**config.mk**
```make
export PLATFORM = sky130hd
export DESIGN_NAME = alu_wb_stage_flat
export DESIGN_NICKNAME = d
export VERILOG_FILES = /design/src/rtl/alu_wb_if.sv /design/src/rtl/alu_wb_stage.sv /design/src/flat_wrapper.sv
export SDC_FILE = /design/constraint.sdc
export NUM_CORES = 1
export LEC_CHECK = 0
export ABC_AREA = 1
export CAP_MARGIN = 20
export CORE_MARGIN = 2
export CORE_UTILIZATION = 41
export DETAILED_ROUTE_END_ITERATION = 8
export PLACE_DENSITY_LB_ADDON = 0.3
export SETUP_SLACK_MARGIN = 0.2
export SKIP_LAST_GASP = 1
export SYNTH_ARGS = -nofsm -noshare
export SYNTH_HDL_FRONTEND = slang
export SYNTH_SLANG_ARGS = --single-unit
```
**constraint.sdc**
```tcl
create_clock -name clk -period 1.3 [get_ports clk]
set_clock_uncertainty 0.15 [all_clocks]
set_input_delay 0.26 -clock clk [delete_from_list [all_inputs] [get_ports clk]]
set_output_delay 0.26 -clock clk [all_outputs]
set_load 0.03 [all_outputs]
```
**src/rtl/alu_wb_if.sv**
```systemverilog
// alu_wb_if: handshake and data bundle between the ALU, the write-back
// stage and the register-file write port. The flag outputs ride along so
// the stage has a single bus port.
interface alu_wb_if #(
  parameter int RA_W = 4
);
  logic            in_valid;
  logic            in_ready;
  logic [31:0]     alu_in1;
  logic [31:0]     alu_in2;
  logic [1:0]      alu_op;
  logic [31:0]     alu_out;
  logic            set_flags;
  logic [RA_W-1:0] rd_addr;
  logic            wb_valid;
  logic            wb_ready;
  logic [31:0]     wb_data;
  logic [RA_W-1:0] wb_addr;
  logic            flag_n;
  logic            flag_z;
  logic            flag_c;
  logic            flag_v;

  // Upstream ALU and register file side
  modport master (
    output in_valid, alu_in1, alu_in2, alu_op, alu_out, set_flags, rd_addr,
    output wb_ready,
    input  in_ready, wb_valid, wb_data, wb_addr,
    input  flag_n, flag_z, flag_c, flag_v
  );

  // Write-back stage side
  modport slave (
    input  in_valid, alu_in1, alu_in2, alu_op, alu_out, set_flags, rd_addr,
    input  wb_ready,
    output in_ready, wb_valid, wb_data, wb_addr,
    output flag_n, flag_z, flag_c, flag_v
  );
endinterface

```
**src/rtl/alu_wb_stage.sv**
```systemverilog
// alu_wb_stage: buffers ALU results behind a valid/ready handshake, computes
// NZCV at capture and owns the architectural flag register, updated when a
// set_flags entry retires to the register-file write port.
// Build option: define ALU_WB_SKID_EN for a 2-entry skid buffer whose
// in_ready is a pure register; otherwise a single entry register with a
// combinational in_ready.
module alu_wb_stage #(
  parameter int RA_W = 4
) (
  input  logic     clk,
  input  logic     rst_n,
  alu_wb_if.slave  bus
);

  typedef struct packed {
    logic [31:0]     data;
    logic [RA_W-1:0] addr;
    logic            set_flags;
    logic [3:0]      nzcv;
  } entry_t;

  // NZCV of one ALU result. keep_c/keep_v are the flags the entry inherits
  // when its op does not define C or V.
  function automatic logic [3:0] calc_nzcv(
    input logic [31:0] in1,
    input logic [31:0] in2,
    input logic [31:0] out,
    input logic [1:0]  op,
    input logic        keep_c,
    input logic        keep_v
  );
    logic [32:0] sum;
    logic        c;
    logic        v;
    sum = {1'b0, in1} + {1'b0, in2};
    c   = keep_c;
    v   = keep_v;
    case (op)
      2'b00: begin
        c = sum[32];
        v = (in1[31] == in2[31]) && (out[31] != in1[31]);
      end
      2'b01: begin
        c = (in2 >= in1);
        v = (in2[31] != in1[31]) && (out[31] != in2[31]);
      end
      2'b11: begin
        if (in1 != 32'd0) c = out[31];
      end
      default: ;
    endcase
    return {out[31], (out == 32'd0), c, v};
  endfunction

  // C/V as they will stand once every accepted entry has retired; this is
  // what "keep" resolves against, so it moves at accept time, not retire.
  logic   fut_c;
  logic   fut_v;
  logic [3:0] nzcv_q;

  entry_t entry_p0;
  entry_t head;
  logic   in_ready_w;
  logic   wb_valid_w;
  logic   accept;
  logic   retire;

  // Capture-side view of the incoming ALU result
  always_comb begin
    entry_p0.data      = bus.alu_out;
    entry_p0.addr      = bus.rd_addr;
    entry_p0.set_flags = bus.set_flags;
    entry_p0.nzcv      = calc_nzcv(bus.alu_in1, bus.alu_in2, bus.alu_out,
                                   bus.alu_op, fut_c, fut_v);
  end

  assign accept = bus.in_valid && in_ready_w;
  assign retire = wb_valid_w && bus.wb_ready;

`ifdef ALU_WB_SKID_EN
  entry_t     mem_p1 [2];
  logic       wr_ptr;
  logic       rd_ptr;
  logic [1:0] count;
  logic [1:0] count_next;
  logic       ready_q;

  // Occupancy after this edge; in_ready is registered from it
  always_comb begin
    count_next = count + {1'b0, accept} - {1'b0, retire};
  end

  // Two-entry FIFO; a stall absorbs one extra entry before in_ready drops
  always_ff @(posedge clk or negedge rst_n) begin
    if (!rst_n) begin
      for (int i = 0; i < 2; i++) mem_p1[i] <= '0;
      wr_ptr  <= 1'b0;
      rd_ptr  <= 1'b0;
      count   <= 2'd0;
      ready_q <= 1'b1;
    end else begin
      if (accept) begin
        mem_p1[wr_ptr] <= entry_p0;
        wr_ptr         <= ~wr_ptr;
      end
      if (retire) rd_ptr <= ~rd_ptr;
      count   <= count_next;
      ready_q <= (count_next != 2'd2);
    end
  end

  assign head       = mem_p1[rd_ptr];
  assign wb_valid_w = (count != 2'd0);
  assign in_ready_w = ready_q;
`else
  entry_t ent_p1;
  logic   vld_p1;

  // Single entry register; refills in the same cycle it retires
  always_ff @(posedge clk or negedge rst_n) begin
    if (!rst_n) begin
      ent_p1 <= '0;
      vld_p1 <= 1'b0;
    end else begin
      if (accept) begin
        ent_p1 <= entry_p0;
        vld_p1 <= 1'b1;
      end else if (retire) begin
        vld_p1 <= 1'b0;
      end
    end
  end

  assign head       = ent_p1;
  assign wb_valid_w = vld_p1;
  assign in_ready_w = !vld_p1 || bus.wb_ready;
`endif

  // Track the C/V the pipeline will settle on after all accepted entries
  always_ff @(posedge clk or negedge rst_n) begin
    if (!rst_n) begin
      fut_c <= 1'b0;
      fut_v <= 1'b0;
    end else if (accept && bus.set_flags) begin
      fut_c <= entry_p0.nzcv[1];
      fut_v <= entry_p0.nzcv[0];
    end
  end

  // Architectural flags change only when a set_flags entry retires
  always_ff @(posedge clk or negedge rst_n) begin
    if (!rst_n) begin
      nzcv_q <= 4'b0000;
    end else if (retire && head.set_flags) begin
      nzcv_q <= head.nzcv;
    end
  end

  assign bus.in_ready = in_ready_w;
  assign bus.wb_valid = wb_valid_w;
  assign bus.wb_data  = head.data;
  assign bus.wb_addr  = head.addr;
  assign bus.flag_n   = nzcv_q[3];
  assign bus.flag_z   = nzcv_q[2];
  assign bus.flag_c   = nzcv_q[1];
  assign bus.flag_v   = nzcv_q[0];

endmodule

```
**src/flat_wrapper.sv**
```systemverilog
// flat-port wrapper written by rule: the top's interface ports become plain ports
module alu_wb_stage_flat 
#(
  parameter int RA_W = 4
)
  (clk, rst_n, bus_in_valid, bus_alu_in1, bus_alu_in2, bus_alu_op, bus_alu_out, bus_set_flags, bus_rd_addr, bus_wb_ready, bus_in_ready, bus_wb_valid, bus_wb_data, bus_wb_addr, bus_flag_n, bus_flag_z, bus_flag_c, bus_flag_v);
  alu_wb_if #(.RA_W(RA_W)) bus_i ();
  input  logic clk;
  input  logic rst_n;
  input wire logic [$bits(bus_i.in_valid)-1:0] bus_in_valid;
  input wire logic [$bits(bus_i.alu_in1)-1:0] bus_alu_in1;
  input wire logic [$bits(bus_i.alu_in2)-1:0] bus_alu_in2;
  input wire logic [$bits(bus_i.alu_op)-1:0] bus_alu_op;
  input wire logic [$bits(bus_i.alu_out)-1:0] bus_alu_out;
  input wire logic [$bits(bus_i.set_flags)-1:0] bus_set_flags;
  input wire logic [$bits(bus_i.rd_addr)-1:0] bus_rd_addr;
  input wire logic [$bits(bus_i.wb_ready)-1:0] bus_wb_ready;
  output wire logic [$bits(bus_i.in_ready)-1:0] bus_in_ready;
  output wire logic [$bits(bus_i.wb_valid)-1:0] bus_wb_valid;
  output wire logic [$bits(bus_i.wb_data)-1:0] bus_wb_data;
  output wire logic [$bits(bus_i.wb_addr)-1:0] bus_wb_addr;
  output wire logic [$bits(bus_i.flag_n)-1:0] bus_flag_n;
  output wire logic [$bits(bus_i.flag_z)-1:0] bus_flag_z;
  output wire logic [$bits(bus_i.flag_c)-1:0] bus_flag_c;
  output wire logic [$bits(bus_i.flag_v)-1:0] bus_flag_v;
  assign bus_i.in_valid = bus_in_valid;
  assign bus_i.alu_in1 = bus_alu_in1;
  assign bus_i.alu_in2 = bus_alu_in2;
  assign bus_i.alu_op = bus_alu_op;
  assign bus_i.alu_out = bus_alu_out;
  assign bus_i.set_flags = bus_set_flags;
  assign bus_i.rd_addr = bus_rd_addr;
  assign bus_i.wb_ready = bus_wb_ready;
  assign bus_in_ready = bus_i.in_ready;
  assign bus_wb_valid = bus_i.wb_valid;
  assign bus_wb_data = bus_i.wb_data;
  assign bus_wb_addr = bus_i.wb_addr;
  assign bus_flag_n = bus_i.flag_n;
  assign bus_flag_z = bus_i.flag_z;
  assign bus_flag_c = bus_i.flag_c;
  assign bus_flag_v = bus_i.flag_v;
  alu_wb_stage #(.RA_W(RA_W)) u_core (.clk(clk), .rst_n(rst_n), .bus(bus_i));
endmodule
```
== Yosys cells after proc, flatten, opt, wreduce, memory -nomap -nowiden ==
Cells that the tools add are included.

* Flip-flop bits (word level): 48
* Input port bits: 107
* Output and inout bits: 42
* Logic and storage cells: 33

* $add $sub $neg: 1
* Magnitude comparators: 1
* Equality and inequality tests: 6
* Muxes and demuxes: 5
* Reductions and logical operators: 12

{| class="wikitable"
|+ Operators by type and width
! operator !! number
|-
| $add A32 B32 Y33 || 1
|-
| $ge A32 B32 Y1 || 1
|-
| $logic_not A32 Y1 || 1
|-
| $reduce_bool A32 Y1 || 1
|-
| $logic_and A1 B1 Y1 || 6
|-
| $mux W1 || 3
|-
| $ne A1 B1 Y1 || 3
|-
| $pmux W1 S3 || 1
|-
| $eq A2 B1 Y1 const B || 1
|-
| $eq A2 B2 Y1 const B || 1
|-
| $logic_not A2 Y1 || 1
|-
| $pmux W1 S2 || 1
|-
| $reduce_bool A2 Y1 || 1
|-
| $eq A1 B1 Y1 || 1
|-
| $logic_not A1 Y1 || 1
|-
| $logic_or A1 B1 Y1 || 1
|}

== Longest topological paths before layout ==
* Depth after elaboration: 4
* Depth in mapped cells: 17
* Mapped depth without buffers: 17

== Worst setup path before layout ==
OpenSTA, ideal clock, no wires.

* Path kind: input to register
* Start point: in bus_alu_in1[31]
* End point: reg u_core.ent_p1[1] (netlist name)
* Setup time: 0.066 ns
* Arrival: 1.446 ns
* Required time: 1.084 ns
* Slack: -0.362 ns
* Cell stages on the path: 14
* Path buffers: 0
* Path through: inv_1 -> ha_1 -> nor2_2 -> nand2_1 -> nor2_2 -> and2_4 -> nand2_2 -> nor2_2 -> nand2_1 -> nand2_1 -> nand2_1 -> nand3_2 -> nand3_1 -> nand2_1

* Cells in the longest elaborated chain, start to end: 3
* Elaborated cells between the ends (all ways): 5
* Those cells by class: add/sub (1); order compare (1); mux (2); reduce/logical (1)

{| class="wikitable"
|+ RTL lines
! element !! line !! text
|-
| start, declared || flat_wrapper.sv:11 || <nowiki>input wire logic [$bits(bus_i.alu_in1)-1:0] bus_alu_in1;</nowiki>
|-
| branches (longest 2 deep; another with $add A32 B32 Y33) || n/a ||
|-
| $pmux W1 S3 (*) || alu_wb_stage.sv:38 || <nowiki>case (op)</nowiki>
|-
| end signal, assigned || alu_wb_stage.sv:126 || <nowiki>ent_p1 <= entry_p0;</nowiki>
|-
| end, declared || alu_wb_stage.sv:116 || <nowiki>entry_t ent_p1;</nowiki>
|}

Mark *: on every way between the ends.
A chain may end at the register's enable or synchronous reset.

== Worst setup path after layout ==
* Start point: in bus_alu_in2[5]
* End point: reg u_core.ent_p1[1] (netlist name)

* Cells in the longest elaborated chain, start to end: 2
* Elaborated cells between the ends (all ways): 3
* Those cells by class: add/sub (1); order compare (1); mux (1)

{| class="wikitable"
|+ RTL lines
! element !! line !! text
|-
| start, declared || flat_wrapper.sv:12 || <nowiki>input wire logic [$bits(bus_i.alu_in2)-1:0] bus_alu_in2;</nowiki>
|-
| $add A32 B32 Y33 or $ge A32 B32 Y1 (tied branches) || alu_wb_stage.sv:35, alu_wb_stage.sv:44 ||
|-
| $pmux W1 S3 (*) || alu_wb_stage.sv:38 ||
|}

Every way passes the cells marked *; elsewhere a longest branch is shown, timed or not.

==> implementation parameters <==
Parameter                              Value

Critical path
  Required @ worst endpoint    1.34 ns
  Critical path launch point    bus_alu_in2[5]
  Startpoint of the worst register-to-register path    u_core.bus.wb_valid$_DFFE_PN0P_
  Worst-path fanout max    3
  Buf+Inv Stages, Crit Path    2
  Data arrival, critical path    1.61 ns
  CP Capture Type    register
  Critical Path Slowest Stage Cell    sky130_fd_sc_hd__ha_4
  R2R cell count    8
  Delay contributed by the slowest stage of the critical path    around 0.28 ns
  Critical path launch point type    primary input
  Worst setup path class    primary input to register
  Worst-path cell chain    buf_2, ha_4, inv_2, nand2_2, nand2_2, a21oi_2, nand2_1, nand2_1, nand2_1, nand2_1, nand2_1, nand2_1, nand3_2, nand3_2, nand2_2
  Largest delay share family, worst path    simple AND/OR/NAND/NOR gates
  Most common cell type on the critical path    sky130_fd_sc_hd__nand2_1
  Number of logic stages on the critical path including buffering    15

Yosys
  Register bit total from synthesis    47
  Post-synth cell types    33
  Cell type with the highest aggregate area in the netlist    sky130_fd_sc_hd__dfrtp_1
  Syn Std Cell Area    3870 um2
  Primary flip-flop cell chosen by synthesis mapping    sky130_fd_sc_hd__dfrtp_1
  Area share of the leading cell type in the synthesized netlist    30.4%
  Fraction of registers with async set/reset    100%
  Number of cells produced by synthesis    521
  Number of enable flip-flop cells after synthesis    0
  Post-Syn Area per Cell    approximately 7.4 um2
  Leading cell types by total area after synthesis    sky130_fd_sc_hd__dfrtp_1 (30%), sky130_fd_sc_hd__ha_1 (21%), sky130_fd_sc_hd__nand2_1 (18%), sky130_fd_sc_hd__buf_4 (7.2%), sky130_fd_sc_hd__inv_1 (6.1%)
  Count of yosys warnings during synthesis    0
  Net count after synthesis    692
  Most numerous cell types in the synthesized netlist    sky130_fd_sc_hd__nand2_1 (184), sky130_fd_sc_hd__ha_1 (64), sky130_fd_sc_hd__inv_1 (63)
  Library cell with the highest instance count after synthesis    sky130_fd_sc_hd__nand2_1
  Fraction of the yosys area taken by sequential cells    30.4%

Detailed routing
  Routed length per placed instance    ~18 um
  DRC violation count after routing    0
  Number of vias per cell after detailed routing    5.13
  Number of iterations in the first detailed-routing pass    4
  Count of nets left with antenna violations after detail routing    0
  Aggregate routed wire length    ~16,000 um
  Initial drt markers    161
  Via count of the routed design    4,516

CTS
  Clock tree from TritonCTS    yes
  CTS buffer count    5
  Maximum root-to-sink buffer count    2
  H-tree level count    2
  Clock slew seen by the registers of the worst setup and hold paths    approximately 0.1 ns
  Latest clock arrival within the worst-skew pair    0.31 ns
  Clock sink total    47
  Root Driver    sky130_fd_sc_hd__clkbuf_8

Global route
  Largest net degree at the start of global routing    48
  Global-route wire length before repair    20,500 um
  Grt ovf    0
  Initial antenna violation count    0
  Global-route usage over all layers    25.0%
  Vias in the first global route    ~4,500

STA
  Hold Fails Final Rpt    0
  Aggregate negative setup slack    -5.98 ns
  Maximum clock rate    638 MHz
  Minimum hold slack    0.186 ns
  RSZ-0062 raised after global routing    yes
  Post-route minimum period    around 1.6 ns
  Final worst path period share    120%
  Setup slack after layout    -0.266 ns
  Remaining max-slew budget at the tightest pin    72.1%
  Max Transition Viols Final    0
  Worst Max-Slew Pin Slew    just over 0.4 ns
  Setup-violating endpoint count in the final report    53

Pwr
  P per Cell Area    approximately 810 nW/um2
  Maximum vdd ir drop    0.617 mV
  Static leakage    0.00385 uW

Outcome
  Outcome    finished with violations
  Violations in the final reports    setup timing

Placed design
  GPL Wtd Cong    just under 0.9
  Number of port buffers    ~150
  Total instance count after detailed placement    805
  Half-perimeter wire length after detailed placement    roughly 8400 um

Finish
  Final cell count without fillers    about 880
  ANT cells    0
  Fraction of final layout cells with drive strength greater than 1    61.9%
  Area growth syn-to-layout    95.3%
  Total Nets Final    940

Floorplanning
  Initial Util    42.1%
  Area of the core region    9200 um2
  I/O Pins    149
  Die width    ~100 um
  Number of placement rows    35
  Die area    10,200 um2
  Vertical extent of the die    101 um

Min path
  HP Start    bus_alu_out[23]
  Cell count of the worst hold path    3
  Worst hold path type    primary input to register

Flow run
  Max-cap viol count    0
## routing by layer
metal	vias up	GRT usage [%]	routed length (um)
met3	56	3.73	828
met5	-	0	0
li1	2112	-	-
met1	2162	27.1	5520
met4	0	8.00	638
met2	186	49.1	8720
## worst register-to-register path: cells and delay by family, from the launching register on
kind / cells / cell delay [ns]
buffers and inverters: 4 / 0.49
DFF: 1 / 0.45
and+or+nand+nor: 4 / 0.33
## per-stage QoR
step | util, % | area [um2] | power, uW | worst slack (ns)
2_1_floorplan | - | 4050 | 3130 | -0.325
3_3_place_gp | 62.6 | 5750 | 3930 | -1.08
3_5_place_dp | 62.6 | 5750 | 3990 | -1.13
4_1_cts | 76.5 | 7030 | 5590 | -0.221
5_1_grt | 82.3 | 7570 | 6430 | -0.339
6_report | 82.3 | 7570 | 6150 | -0.266
## cells by family after synthesis
family / count (synthesis) / share of synthesized area (%)
simple gates: 253 / 27.3
fa+ha+maj: 64 / 20.7
buf+inv: 108 / 14.1
flops: 47 / 30.4
compound gates: 45 / 6.49
mux: 2 / 0.581
xor+xnor: 2 / 0.452
## placed cells by master, fill, tap and decap left out, drive strengths merged, types with 2 or more instances in the layout
cell type      instances
dfrtp                 47
nand3                  9
a21oi                 25
clkbuf                14
ha                    64
o21a                   2
xor2                   2
dlygate4sd2           25
inv                   65
clkdlybuf4s50         17
clkdlybuf4s15          2
nand2                185
nand4                 12
nor4                   8
o21bai                 4
mux2                   2
o21ai                 10
nor3                   5
nor2                  29
clkinv                 2
buf                  231
## state kept, by name, summed over array words and instances, names as in the netlist
register,count
u_core.bus.wb_addr,4
u_core.bus.wb_data,31
u_core.bus.wb_valid,1
u_core.ent_p1,5
u_core.fut_c,1
u_core.fut_v,1
u_core.nzcv_q,4
## worst paths after layout
path | end | slack, ns
worst max-delay path | u_core.ent_p1[1]$_DFFE_PN0P_ | -0.27
worst min-delay path | u_core.bus.wb_data[23]$_DFFE_PN0P_ | 0.19
worst max register to register | u_core.bus.wb_data[2]$_DFFE_PN0P_ | -0.17
worst min register to register | u_core.bus.wb_addr[3]$_DFFE_PN0P_ | 0.37
max in group asynchronous | u_core.bus.wb_valid$_DFFE_PN0P_ | 0.45
min in group asynchronous | u_core.bus.wb_data[12]$_DFFE_PN0P_ | 0.30
## area by class of cell
cell class | count | area, um2
sequential | 47 | 1180
tap | 111 | 139
inverter | 64 | 285
clock inverter | 3 | 18.8
multi-input combinational | 366 | 3210
timing repair buffer | 285 | 2670
clock buffer | 5 | 68.8
fill | 474 | 1630
## what timing repair did
item                                   4_1_cts  5_1_grt
endpoints found under the hold margin       47        0
setup buffers                               38       20
hold buffers                                 1        0
cloned                                       8        1
gates resized for setup                    485      139
setup endpoints to repair                   88       89
pin swaps                                  111       89
## power by group
group	switching, uW	internal, uW	leakage, uW
logic	1670	1680	0.00322
clock network	555	380	0.0000483
registers	191	1680	0.000583
No activity file was read; power rests on OpenSTA's default activity.
